`src/rtl/flux_rr_scheduler_pkg.sv`:
```
`default_nettype none
// ============================================================================
//  Module   : hevc_sched_pkg
//  Brief    : Shared types and helpers for the flux round-robin scheduler.
//  Revision : 1.0 - initial release
// ============================================================================
package hevc_sched_pkg;

    typedef enum logic [0:0] {
        IDLE = 1'b0,
        HOLD = 1'b1
    } sched_state_e;

    function automatic int tag_w(input int flux);
        return $clog2(flux);
    endfunction

    // Increment that wraps at the flux count, not at the next power of two.
    function automatic int wrap_inc(input int idx, input int flux);
        return (idx + 1 >= flux) ? 0 : idx + 1;
    endfunction

endpackage
`default_nettype wire

```
`src/rtl/flux_rr_scheduler_if.sv`:
```
`default_nettype none
// ============================================================================
//  Module   : flux_rr_scheduler_if
//  Brief    : FIFO status / strobe / statistics bundle between actor and scheduler.
//  Revision : 1.0 - initial release
// ============================================================================
interface flux_rr_scheduler_if
    import hevc_sched_pkg::*;
#(
    parameter int FLUX      = 2,
    parameter int STAT_W    = 16,
    parameter int TAG_WIDTH = tag_w(FLUX)
);
    logic [FLUX-1:0]        empty_a;
    logic [FLUX-1:0]        empty_b;
    logic [FLUX-1:0]        full_o;
    logic [FLUX-1:0]        read_a;
    logic [FLUX-1:0]        read_b;
    logic                   write_o;
    logic [TAG_WIDTH-1:0]   tag;
    logic                   stat_clr;
    logic [FLUX*STAT_W-1:0] stat_cnt;

    modport slave (
        input  empty_a, empty_b, full_o, stat_clr,
        output read_a, read_b, write_o, tag, stat_cnt
    );

    modport master (
        output empty_a, empty_b, full_o, stat_clr,
        input  read_a, read_b, write_o, tag, stat_cnt
    );

endinterface
`default_nettype wire

```
`src/rtl/flux_rr_scheduler_rr_pick.sv`:
```
`default_nettype none
// ============================================================================
//  Module   : rr_pick
//  Brief    : Rotating priority encoder; first unmasked request from i_start.
//  Revision : 1.0 - initial release
// ============================================================================
module rr_pick #(
    parameter int FLUX      = 2,
    parameter int TAG_WIDTH = 1
) (
    input  wire logic [FLUX-1:0]      i_req,
    input  wire logic [TAG_WIDTH-1:0] i_start,
    input  wire logic [FLUX-1:0]      i_mask,
    output logic                      o_found,
    output logic [TAG_WIDTH-1:0]      o_idx
);
    logic [FLUX-1:0] w_eff;

    assign w_eff = i_req & ~i_mask;

    // Scan from the far end back so the candidate nearest i_start wins.
    always_comb begin
        int c;
        c       = 0;
        o_found = 1'b0;
        o_idx   = '0;
        for (int k = FLUX - 1; k >= 0; k--) begin
            c = int'(i_start) + k;
            if (c >= FLUX) c = c - FLUX;
            if (w_eff[c]) begin
                o_found = 1'b1;
                o_idx   = TAG_WIDTH'(c);
            end
        end
    end

endmodule
`default_nettype wire

```
`src/rtl/flux_rr_scheduler.sv`:
```
`default_nettype none
// ============================================================================
//  Module   : flux_rr_scheduler
//  Brief    : Round-robin + burst-hold sequencer for a shared multi-flux actor.
//             Optional per-flux fire counters built when SCHED_STATS_EN is defined.
//  Revision : 1.0 - initial release
// ============================================================================
module flux_rr_scheduler
    import hevc_sched_pkg::*;
#(
    parameter int FLUX      = 2,
    parameter int BURST_LEN = 4,
    parameter int TAG_WIDTH = tag_w(FLUX),
    parameter int STAT_W    = 16
) (
    input  wire logic          clk,
    input  wire logic          rst,
    flux_rr_scheduler_if.slave bus
);
    localparam int         C_CNT_W   = $clog2(BURST_LEN + 1);
    localparam logic [0:0] C_ST_IDLE = IDLE;
    localparam logic [0:0] C_ST_HOLD = HOLD;

    logic [0:0]           r_state;
    logic [TAG_WIDTH-1:0] r_ptr;
    logic [TAG_WIDTH-1:0] r_cur;
    logic [C_CNT_W-1:0]   r_cnt;

    logic [FLUX-1:0]      w_elig;
    logic [FLUX-1:0]      w_mask;
    logic [FLUX-1:0]      w_fire_vec;
    logic [TAG_WIDTH-1:0] w_start;
    logic [TAG_WIDTH-1:0] w_cur_next;
    logic [TAG_WIDTH-1:0] w_pick_idx;
    logic [TAG_WIDTH-1:0] w_pick_next;
    logic [TAG_WIDTH-1:0] w_fire_idx;
    logic                 w_hold;
    logic                 w_pick_found;
    logic                 w_cont;
    logic                 w_fire;

    assign w_elig      = ~bus.empty_a & ~bus.empty_b & ~bus.full_o;
    assign w_hold      = (r_state == C_ST_HOLD);
    assign w_cur_next  = TAG_WIDTH'(wrap_inc(int'(r_cur), FLUX));
    assign w_pick_next = TAG_WIDTH'(wrap_inc(int'(w_pick_idx), FLUX));

    // While holding, a stalled owner is released in the same cycle: arbitration
    // restarts just past it with the owner masked, so no bubble is inserted.
    assign w_start = w_hold ? w_cur_next : r_ptr;
    assign w_mask  = w_hold ? (FLUX'(1) << r_cur) : '0;

    rr_pick #(
        .FLUX      (FLUX),
        .TAG_WIDTH (TAG_WIDTH)
    ) u_rr_pick (
        .i_req   (w_elig),
        .i_start (w_start),
        .i_mask  (w_mask),
        .o_found (w_pick_found),
        .o_idx   (w_pick_idx)
    );

    assign w_cont     = w_hold & w_elig[r_cur];
    assign w_fire     = (w_cont | w_pick_found) & ~rst;
    assign w_fire_idx = w_cont ? r_cur : w_pick_idx;
    assign w_fire_vec = w_fire ? (FLUX'(1) << w_fire_idx) : '0;

    assign bus.read_a  = w_fire_vec;
    assign bus.read_b  = w_fire_vec;
    assign bus.write_o = w_fire;
    assign bus.tag     = w_fire ? w_fire_idx : '0;

    always_ff @(posedge clk or posedge rst) begin
        if (rst) begin
            r_state <= C_ST_IDLE;
            r_ptr   <= '0;
            r_cur   <= '0;
            r_cnt   <= '0;
        end else if (w_cont) begin
            r_cnt <= r_cnt + C_CNT_W'(1);
            if (int'(r_cnt) + 1 >= BURST_LEN) begin
                r_ptr   <= w_cur_next;
                r_state <= C_ST_IDLE;
            end
        end else if (w_pick_found) begin
            if (BURST_LEN == 1) begin
                r_ptr   <= w_pick_next;
                r_state <= C_ST_IDLE;
            end else begin
                r_cur   <= w_pick_idx;
                r_cnt   <= C_CNT_W'(1);
                r_state <= C_ST_HOLD;
            end
        end else if (w_hold) begin
            r_ptr   <= w_cur_next;
            r_state <= C_ST_IDLE;
        end
    end

`ifdef SCHED_STATS_EN
    generate
        for (genvar gi = 0; gi < FLUX; gi++) begin : g_stat
            logic [STAT_W-1:0] r_stat;

            always_ff @(posedge clk or posedge rst) begin
                if (rst) begin
                    r_stat <= '0;
                end else if (bus.stat_clr) begin
                    r_stat <= '0;
                end else if (w_fire_vec[gi] && (r_stat != '1)) begin
                    r_stat <= r_stat + STAT_W'(1);
                end
            end

            assign bus.stat_cnt[gi*STAT_W +: STAT_W] = r_stat;
        end
    endgenerate
`else
    logic w_unused_stat_clr;
    assign w_unused_stat_clr = bus.stat_clr;
    assign bus.stat_cnt      = '0;
`endif

endmodule
`default_nettype wire
```
`src/flat_wrapper.sv`:
```
// flat-port wrapper written by rule: the top's interface ports become plain ports
module flux_rr_scheduler_flat import hevc_sched_pkg::*;
#(
    parameter int FLUX      = 2,
    parameter int BURST_LEN = 4,
    parameter int TAG_WIDTH = tag_w(FLUX),
    parameter int STAT_W    = 16
)
  (clk, rst, bus_empty_a, bus_empty_b, bus_full_o, bus_stat_clr, bus_read_a, bus_read_b, bus_write_o, bus_tag, bus_stat_cnt);
  flux_rr_scheduler_if #(.FLUX(FLUX), .STAT_W(STAT_W), .TAG_WIDTH(TAG_WIDTH)) bus_i ();
  input  wire logic clk;
  input  wire logic rst;
  input wire logic [$bits(bus_i.empty_a)-1:0] bus_empty_a;
  input wire logic [$bits(bus_i.empty_b)-1:0] bus_empty_b;
  input wire logic [$bits(bus_i.full_o)-1:0] bus_full_o;
  input wire logic [$bits(bus_i.stat_clr)-1:0] bus_stat_clr;
  output wire logic [$bits(bus_i.read_a)-1:0] bus_read_a;
  output wire logic [$bits(bus_i.read_b)-1:0] bus_read_b;
  output wire logic [$bits(bus_i.write_o)-1:0] bus_write_o;
  output wire logic [$bits(bus_i.tag)-1:0] bus_tag;
  output wire logic [$bits(bus_i.stat_cnt)-1:0] bus_stat_cnt;
  assign bus_i.empty_a = bus_empty_a;
  assign bus_i.empty_b = bus_empty_b;
  assign bus_i.full_o = bus_full_o;
  assign bus_i.stat_clr = bus_stat_clr;
  assign bus_read_a = bus_i.read_a;
  assign bus_read_b = bus_i.read_b;
  assign bus_write_o = bus_i.write_o;
  assign bus_tag = bus_i.tag;
  assign bus_stat_cnt = bus_i.stat_cnt;
  flux_rr_scheduler #(.FLUX(FLUX), .BURST_LEN(BURST_LEN), .TAG_WIDTH(TAG_WIDTH), .STAT_W(STAT_W)) u_core (.clk(clk), .rst(rst), .bus(bus_i));
endmodule
```
`config.mk`:
```
export PLATFORM = sky130hd
export DESIGN_NAME = flux_rr_scheduler_flat
export DESIGN_NICKNAME = d
export VERILOG_FILES = /design/src/rtl/flux_rr_scheduler_pkg.sv /design/src/rtl/flux_rr_scheduler_if.sv /design/src/rtl/flux_rr_scheduler_rr_pick.sv /design/src/rtl/flux_rr_scheduler.sv /design/src/flat_wrapper.sv
export SDC_FILE = /design/constraint.sdc
export NUM_CORES = 1
export LEC_CHECK = 0
export ABC_AREA = 1
export CAP_MARGIN = 20
export CORE_ASPECT_RATIO = 1.75
export CORE_UTILIZATION = 30
export CTS_CLUSTER_DIAMETER = 50
export CTS_CLUSTER_SIZE = 24
export DETAILED_ROUTE_END_ITERATION = 8
export PLACE_DENSITY = 0.69
export SETUP_SLACK_MARGIN = 0.15
export SLEW_MARGIN = 20
export SYNTH_ARGS = -nofsm -noshare
export SYNTH_HDL_FRONTEND = slang
export SYNTH_SLANG_ARGS = --single-unit
```
`constraint.sdc`:
```
create_clock -name clk -period 5.9 [get_ports clk]
set_clock_uncertainty 0.1 [all_clocks]
set_input_delay 1.77 -clock clk [delete_from_list [all_inputs] [get_ports clk]]
set_output_delay 1.77 -clock clk [all_outputs]
set_load 0.05 [all_outputs]
```
### Yosys cells after proc, flatten, opt, wreduce, memory -nomap -nowiden

Index checks and enable logic that the tools add are counted.

| storage, ports and cells | value |
|---|---|
| flip-flop bits (word level) | 6 |
| output and inout port bits | 38 |

| operators by class | value |
|---|---|
| $add $sub $neg | 6 |
| order comparisons | 7 |
| eq/ne operators | 2 |
| shifts and indexed selects | 2 |
| muxes and demuxes | 28 |
| bitwise logic cells | 12 |
| reduce and logical (&&, ||, !) cells | 3 |

Operators with widths:

| cell | count |
|---|---|
| 32-bit by 3-bit < comparator with 1-bit output, second input constant | 2 |
| 32-bit 2-to-1 mux | 2 |
| 32-bit by 4-bit greater-or-equal comparator with 1-bit output, second input constant | 1 |
| 1-bit 2-to-1 mux | 22 |
| 2-bit inverter | 4 |
| 2-bit bitwise AND | 3 |
| 3-bit 2-to-1 mux | 2 |
| 1-bit by 1-bit adder with 2-bit output, second input constant | 2 |
| 3-bit by 1-bit adder with 4-bit output, second input constant | 1 |
| 2-bit greater-or-equal comparator, second input constant | 2 |
| 2-bit 2-to-1 mux | 2 |
| 2-bit inequality test, second input constant | 2 |
| 2-bit AND reduction | 2 |
| 1-bit by 1-bit left shift with 2-bit output, first input constant | 2 |
| 3-bit by 1-bit adder with 3-bit output, second input constant | 1 |
| 1-bit by 2-bit subtractor with 3-bit output, second input constant | 1 |
| 2-bit by 2-bit subtractor with 3-bit output, second input constant | 1 |
| 1-bit bitwise AND | 2 |
| 1-bit by 2-bit greater-or-equal comparator with 1-bit output, second input constant | 1 |
| 1-bit by 2-bit < comparator with 1-bit output, second input constant | 1 |
| 1-bit inverter | 2 |
| 2-bit nonzero test | 1 |
| 1-bit bitwise OR | 1 |

### Logic depth before layout (Yosys ltp)

Gate-level depths: netlist of the first run.

| depth | value |
|---|---|
| word-level depth | 15 |
| depth in mapped cells | 9 |
| mapped depth without buffers | 8 |

### Modules after synthesis

From an unflattened synthesis of the first run, not the netlist that was laid out.

| unflattened totals | value |
|---|---|
| cell total of the unflattened synthesis | 104 |
| area, all modules | 718.2 um2 |

By module, submodules not included:

| module | times used | cells an instance | area each (um2) | sequential area each (um2) |
|---|---|---|---|---|
| flux_rr_scheduler | 1 | 95 | 681.9 | 150.1 |
| rr_pick | 1 | 9 | 36.3 | 0.0 |

### Worst setup path after synthesis of the first run

No wires, ideal clock.

| timing path | value |
|---|---|
| kind | input-to-output |
| start point | input bus_empty_b[0] |
| end point | output bus_read_a[1] |
| data arrival time | 3.360 ns |
| slack | 0.670 ns |
| stages | 8 |
| buffers on the path | 1 |
| cells stage by stage | nor2_1 nand3_2 nand2_4 inv_2 nand2_2 nand2_2 nor2_1 buf_4 |

| between the ends | value |
|---|---|
| cells in the longest elaborated chain, start to end | 12 |
| elaborated cells between the ends (all ways) | 22 |
| classes of those cells | shift (1); mux (14); bitwise (7) |

Ends and longest elaborated chain:

| what | RTL line | source |
|---|---|---|
| from (decl) | flat_wrapper.sv:14 | `input wire logic [$bits(bus_i.empty_b)-1:0] bus_empty_b;` |
| 2-bit inverter (*) | flux_rr_scheduler.sv:42 | `assign w_elig = ~bus.empty_a & ~bus.empty_b & ~bus.full_o;` |
| 2-bit bitwise AND (*) (2 in a row) | flux_rr_scheduler.sv:42 |  |
| 2-bit bitwise AND | flux_rr_scheduler_rr_pick.sv:19 | `assign w_eff = i_req & ~i_mask;` |
| 1-bit 2-to-1 mux (not written as such) (3 in a row) | flux_rr_scheduler_rr_pick.sv:30 | `if (w_eff[c]) begin` |
| 1-bit 2-to-1 mux (2 in a row) | flux_rr_scheduler_rr_pick.sv:30 |  |
| 1-bit 2-to-1 mux / 1-bit bitwise OR (equally long branches) | flux_rr_scheduler.sv:65, flux_rr_scheduler.sv:64 |  |
| 1-bit by 1-bit left shift with 2-bit output / 1-bit bitwise AND (equally long branches) | flux_rr_scheduler.sv:66, flux_rr_scheduler.sv:64 |  |
| 2-bit 2-to-1 mux (*) | flux_rr_scheduler.sv:66 | `assign w_fire_vec = w_fire ? (FLUX'(1) << w_fire_idx) : '0;` |
| to (decl) | flat_wrapper.sv:17 | `output wire logic [$bits(bus_i.read_a)-1:0] bus_read_a;` |

Mark *: on every way between the ends. The rest lies on a longest branch, timed or not. The select of a mux whose other input is x is not followed.

### Worst setup path after layout of the first run

| timing path | value |
|---|---|
| start point | input bus_empty_b[0] |
| end point | output bus_write_o |

| between the ends | value |
|---|---|
| cells in the longest elaborated chain, start to end | 11 |
| elaborated cells between the ends (all ways) | 17 |
| classes of those cells | mux (10); bitwise (7) |

Ends and longest elaborated chain:

| what | RTL line | source |
|---|---|---|
| 2-bit inverter (*) | flux_rr_scheduler.sv:42 |  |
| 2-bit bitwise AND (*) (2 in a row) | flux_rr_scheduler.sv:42 |  |
| 2-bit bitwise AND | flux_rr_scheduler_rr_pick.sv:19 |  |
| 1-bit 2-to-1 mux (not written as such) (3 in a row) | flux_rr_scheduler_rr_pick.sv:30 |  |
| 1-bit 2-to-1 mux (2 in a row) | flux_rr_scheduler_rr_pick.sv:30 |  |
| 1-bit bitwise OR (*) | flux_rr_scheduler.sv:64 | `assign w_fire = (w_cont \| w_pick_found) & ~rst;` |
| 1-bit bitwise AND (*) | flux_rr_scheduler.sv:64 |  |
| to (decl) | flat_wrapper.sv:19 | `output wire logic [$bits(bus_i.write_o)-1:0] bus_write_o;` |

Marks and branches as above.

==> summary.txt, run 1 <==
mapped cell area: 699 µm²
Clock Tree Buf Depth: 2
core region area: 2150 µm²
Initial Utilization: 0.326
Max Slew Vio Count: 0
commonest non-fill, non-tap cell in the layout: conb_1
Cells on Worst Hold Path: 2
total negative setup slack: 0 ns
Multi-input gate area: 358 µm²
Cell Area, Placed: 701 µm²
clock-pin slew on the worst setup and hold paths: 0.04 ns
Worst Path Class, Setup: in -> out
hold bufs inserted after CTS: 0
total track usage: 0.0926
endpoints failing setup: 0
# rows: 22
Final nets: 123
clock tree from TritonCTS: yes
Critical R2R Capture: u_core.r_ptr$_DFFE_PP0P_
max-cap violations: 0
Pre-antenna DRT Iters: 2
total routed wirelength: 1030 µm
FF-to-FF setup slack: 4.47 ns
# clock sinks: 6
FILL cells: 245
RR Startpoint: u_core.r_cnt[0]$_DFFE_PP0P_
Root Driver: clkbuf_4
Routed Antenna Nets: 0
clock period minus worst slack: 5.52 ns
Syn Inst Count: 99
initial antenna violation count: 0
commonest non-fill, non-tap cells in the layout: conb_1, nand2_1, inv_1
area grow syn2layout: 3.40%
Slew HR: 0.664
hold path endpoint: u_core.r_cnt[1]$_DFFE_PP0P_
largest net degree at the start of global routing: 8
share of cells above drive strength 1: 0.171
DR iter-0 viols: 6
sequential-to-total area share from yosys stat: 0.215
WL per Instance: 7.65 µm
Final Core Density: 0.337
met2 Use GR: 0.173
fin area: 723 µm²
FF+latch count, synth: 6
Data arrival, critical path: 3.65 ns
met1 Use GR: 0.0839
syn avg cell area: 7.06 µm²
Fin. Hold Viols: 0
GR Layer Usage met3: 0.0101
fin cells: 135
Static Leak: 0.429 nW
# IOs: 47
Worst Tran Pin Value: 0.502 ns
first-pass GRT wire length: 1700 µm
register area: 150 µm²
crit share post-route: 0.935
Reg2Reg Depth: 6
Via Count: 522
Die ar.: 2540 µm²
Port Buffers: 13
Die H: 65.9 µm
Resize count post-CTS: 0
outcome: finished clean
Hold Crit Class: reg -> reg
power density over cell area: 255 nW/µm²
total congestion overflow: 0
pre-CTS WS: 0.360 ns
fmax: 181 MHz
RSZ-0062 raised after global routing: no
synth warn: 0
drt via density: 3.87
busiest grt layer: met2
dpl hpwl: 872 µm
Max Fanout on Critical Path: 6
CTS HTree Levels: 1
worst skew pair latency: 0.24 ns
gp weighted congestion: 0.731
hold_sp: u_core.r_cnt[1]$_DFFE_PP0P_
Post-CTS Setup Bufs: 0
WP data required: 4.03 ns
DRC viols: 0
# diodes: 0
Setup crit end kind: output port
Worst VDD drop: 0.104 mV
vias in the first global route: 453
Yosys cell types: 17
die width: 38.5 µm
startpoint types: input port
cell count after placement: 132
final worst setup slack: 0.383 ns
cts bufs inserted: 3
==> where the power goes <==
group	internal (mW)	switching [mW]	total, mW
Combinational	0.0182	0.0708	0.0890
Sequential	0.0510	0.00849	0.0595
Clock	0.0229	0.0132	0.0361
Total	0.0921	0.0925	0.185
==> how the worst max path moves through the flow <==
stage	end	slack (ns)	cells past startpoint	start
finish	bus_write_o	0.38	9	bus_empty_b[0]
global route	bus_write_o	0.19	9	bus_empty_b[0]
CTS	bus_write_o	0.35	9	bus_empty_b[1]
detailed placement	bus_write_o	0.36	9	bus_empty_b[1]
global placement	bus_write_o	0.40	9	bus_empty_b[0]
floorplan	bus_read_a[1]	0.67	8	bus_empty_b[0]
==> layer usage <==
layer  vias to the layer above  share of wire
li1                        258              -
met1                       225           0.35
met2                        37           0.53
met3                         2           0.11
met4                         0         0.0087
met5                         -              0
==> cells by family after synthesis <==
family                   count (synthesis)  synth area share
adder cells (fa/ha/maj)                  1            0.0179
flip-flops                               6             0.215
buffers and inverters                   47             0.440
other                                    1           0.00536
AND/OR/NAND/NOR                         40             0.290
AO/OA/AOI/OAI                            4            0.0322
==> sequential cells by signal (all words and copies together) (netlist names) <==
name / cells
u_core.r_cur: 1
u_core.r_ptr: 1
u_core.r_state: 1
u_core.r_cnt: 3
==> layout make-up <==
cell class	instances	share of cell area
Clock buffer	3	0.0311
Inverter	12	0.0623
Multi-Input combinational cell	77	0.495
Sequential cell	6	0.208
Tap cell	24	0.0415
Timing Repair Buffer	13	0.163
==> worst max-delay path, cell delays in order <==
cell             delay, ns
clkdlybuf4s50_1       0.40
nor2_1                0.21
nand3_2               0.14
nand2_4               0.11
inv_2                 0.04
nand2_2               0.06
nand2_2               0.06
inv_1                 0.06
clkdlybuf4s50_1       0.80
==> per-stage QoR <==
step                hold WS, ns  total power [mW]
CTS                       0.399             0.187
floorplan                 0.368             0.153
global placement          0.384             0.147
detailed placement        0.390             0.149
finish                    0.399             0.185
global route              0.435             0.200
==> cells in the mapped netlist, drive strengths merged <==
library cell | n | area share
buf | 35 | 0.38
conb | 1 | 0.0054
dfrtp | 6 | 0.21
ha | 1 | 0.018
inv | 12 | 0.064
nand2 | 23 | 0.14
nand3 | 10 | 0.097
nor2 | 6 | 0.039
o211ai | 1 | 0.011
o21ai | 3 | 0.021
or2 | 1 | 0.0090
Note: power is estimated with default switching activity, not from simulation.
==> run 2, diff against run 1 <==
SYNTH_HIERARCHICAL = 1   (was default)
==> summary.txt, run 2 <==
outcome: finished clean
Fin. Hold Viols: 0
max reg flops: 3
Syn Inst Count: 104
hold bufs inserted after CTS: 0
Primary FF master, synth: dfrtp_1
commonest non-fill, non-tap cell in the layout: conb_1
Setup crit end kind: output port
Max Slew Vio Count: 0
Max Fanout on Critical Path: 3
cts bufs inserted: 3
FFs w/ async S/R, synth: 1.00
area grow syn2layout: 15.5%
drt via density: 3.87
Die ar.: 2600 µm²
count leader, synth: buf_4
cell count after placement: 139
initial antenna violation count: 0
WL per Instance: 7.46 µm
total routed wirelength: 1060 µm
RSZ-0062 raised after global routing: no
crit share post-route: 0.928
top cells by area, synth: buf_4, dfrtp_1, nand2_1, inv_1, nor2_1
core region area: 2270 µm²
# diodes: 0
first-pass GRT wire length: 1770 µm
share of cells above drive strength 1: 0.188
clock tree from TritonCTS: yes
Hold Crit Class: reg -> reg
worst skew pair latency: 0.22 ns
DRC viols: 0
Root Driver: clkbuf_8
Synth area leader: buf_4
mapped cell area: 718 µm²
WP data required: 4.03 ns
max-cap violations: 0
FF+latch count, synth: 6
Initial Utilization: 0.316
Static Leak: 0.473 nW
startpoint types: input port
vias in the first global route: 500
DR iter-0 viols: 12
Resize count post-CTS: 0
Post-synth EDFFs: 0
Yosys cell types: 18
Data arrival, critical path: 3.60 ns
power density over cell area: 249 nW/µm²
fmax: 183 MHz
fin cells: 142
clock period minus worst slack: 5.47 ns
Worst Path Class, Setup: in -> out
die width: 39.0 µm
commonest cells in the netlist: buf_4, nand2_1, inv_1, nor2_1, dfrtp_1
Post-CTS Setup Bufs: 0
Die H: 66.7 µm
commonest non-fill, non-tap cells in the layout: conb_1, nand2_1, inv_1
gp weighted congestion: 0.653
syn avg cell area: 6.91 µm²
Synth top area share: 0.366
Final Core Density: 0.365
Via Count: 550
dpl hpwl: 921 µm
largest net degree at the start of global routing: 8
Pre-antenna DRT Iters: 2
Final nets: 129
# IOs: 47
Port Buffers: 13
total track usage: 0.0993
total congestion overflow: 0
synth warn: 6
total negative setup slack: 0 ns
Worst VDD drop: 0.137 mV
# rows: 23
Biggest register: u_core/r_cnt
endpoints failing setup: 0
clock-pin slew on the worst setup and hold paths: 0.04 ns
sequential-to-total area share from yosys stat: 0.209
Routed Antenna Nets: 0
Clock Tree Buf Depth: 2
# clock sinks: 6
CTS HTree Levels: 1
run 2: where the power goes:
group          switching [mW]  internal (mW)
clock                  0.0186         0.0439
combinational          0.0687         0.0192
sequential            0.00735         0.0491
total                  0.0946          0.112
run 2: kinds of logic (layout without fill, tap and decap cells):
logic type	Yosys count	count (layout)	synth area share
buffers and inverters	52	34	0.455
AND/OR/NAND/NOR	40	40	0.282
flip-flops	6	6	0.209
AO/OA/AOI/OAI	4	4	0.0314
adder cells (fa/ha/maj)	1	1	0.0174
other	1	32	0.00522
run 2: routing by layer:
metal	vias to the layer above	global-route usage	wire, µm
met1	242	0.0766	342
met2	38	0.183	601
met4	0	0.0905	23
met3	4	0.0200	92
li1	266	-	-
met5	-	0	0
run 2: worst paths after layout:
kind / startpoint / cells past startpoint / slack (ns) / endpoint
min in group asynchronous: rst / 2 / 1.68 / u_core/r_state$_DFFE_PP0P_
worst min-delay path: u_core/r_ptr$_DFFE_PP0P_ / 2 / 0.41 / u_core/r_ptr$_DFFE_PP0P_
worst min register to register: u_core/r_ptr$_DFFE_PP0P_ / 2 / 0.41 / u_core/r_ptr$_DFFE_PP0P_
worst max-delay path: bus_empty_b[1] / 11 / 0.43 / bus_read_b[0]
max in group asynchronous: rst / 2 / 3.81 / u_core/r_cnt[0]$_DFFE_PP0P_
worst max register to register: u_core/r_cur$_DFFE_PP0P_ / 6 / 4.41 / u_core/r_ptr$_DFFE_PP0P_
run 2: layout make-up:
class | count | area, µm²
Fill cell | 229 | 1440
Multi-Input combinational cell | 77 | 358
Timing Repair Buffer | 14 | 185
Sequential cell | 6 | 150
Inverter | 17 | 63.8
Clock buffer | 3 | 41.3
Tap cell | 25 | 31.3
run 2: stage by stage:
stage,power [mW],area [µm²],worst slack (ns),hold WS [ns]
3_3_place_gp,0.141,788,0.463,0.357
5_1_grt,0.218,830,0.223,0.425
2_1_floorplan,0.145,835,0.428,0.342
6_report,0.207,830,0.426,0.406
4_1_cts,0.208,830,0.398,0.404
3_5_place_dp,0.144,788,0.406,0.395
run 2: worst max-delay path, stage by stage:
cell and delay (ns):
clkdlybuf4s50_1 0.39, nor2_1 0.24, nand2_1 0.08, inv_1 0.06
inv_1 0.04, o21ai_0 0.30, inv_1 0.09, nand2_2 0.08
nand2_2 0.05, nor2_1 0.30, buf_12 0.19
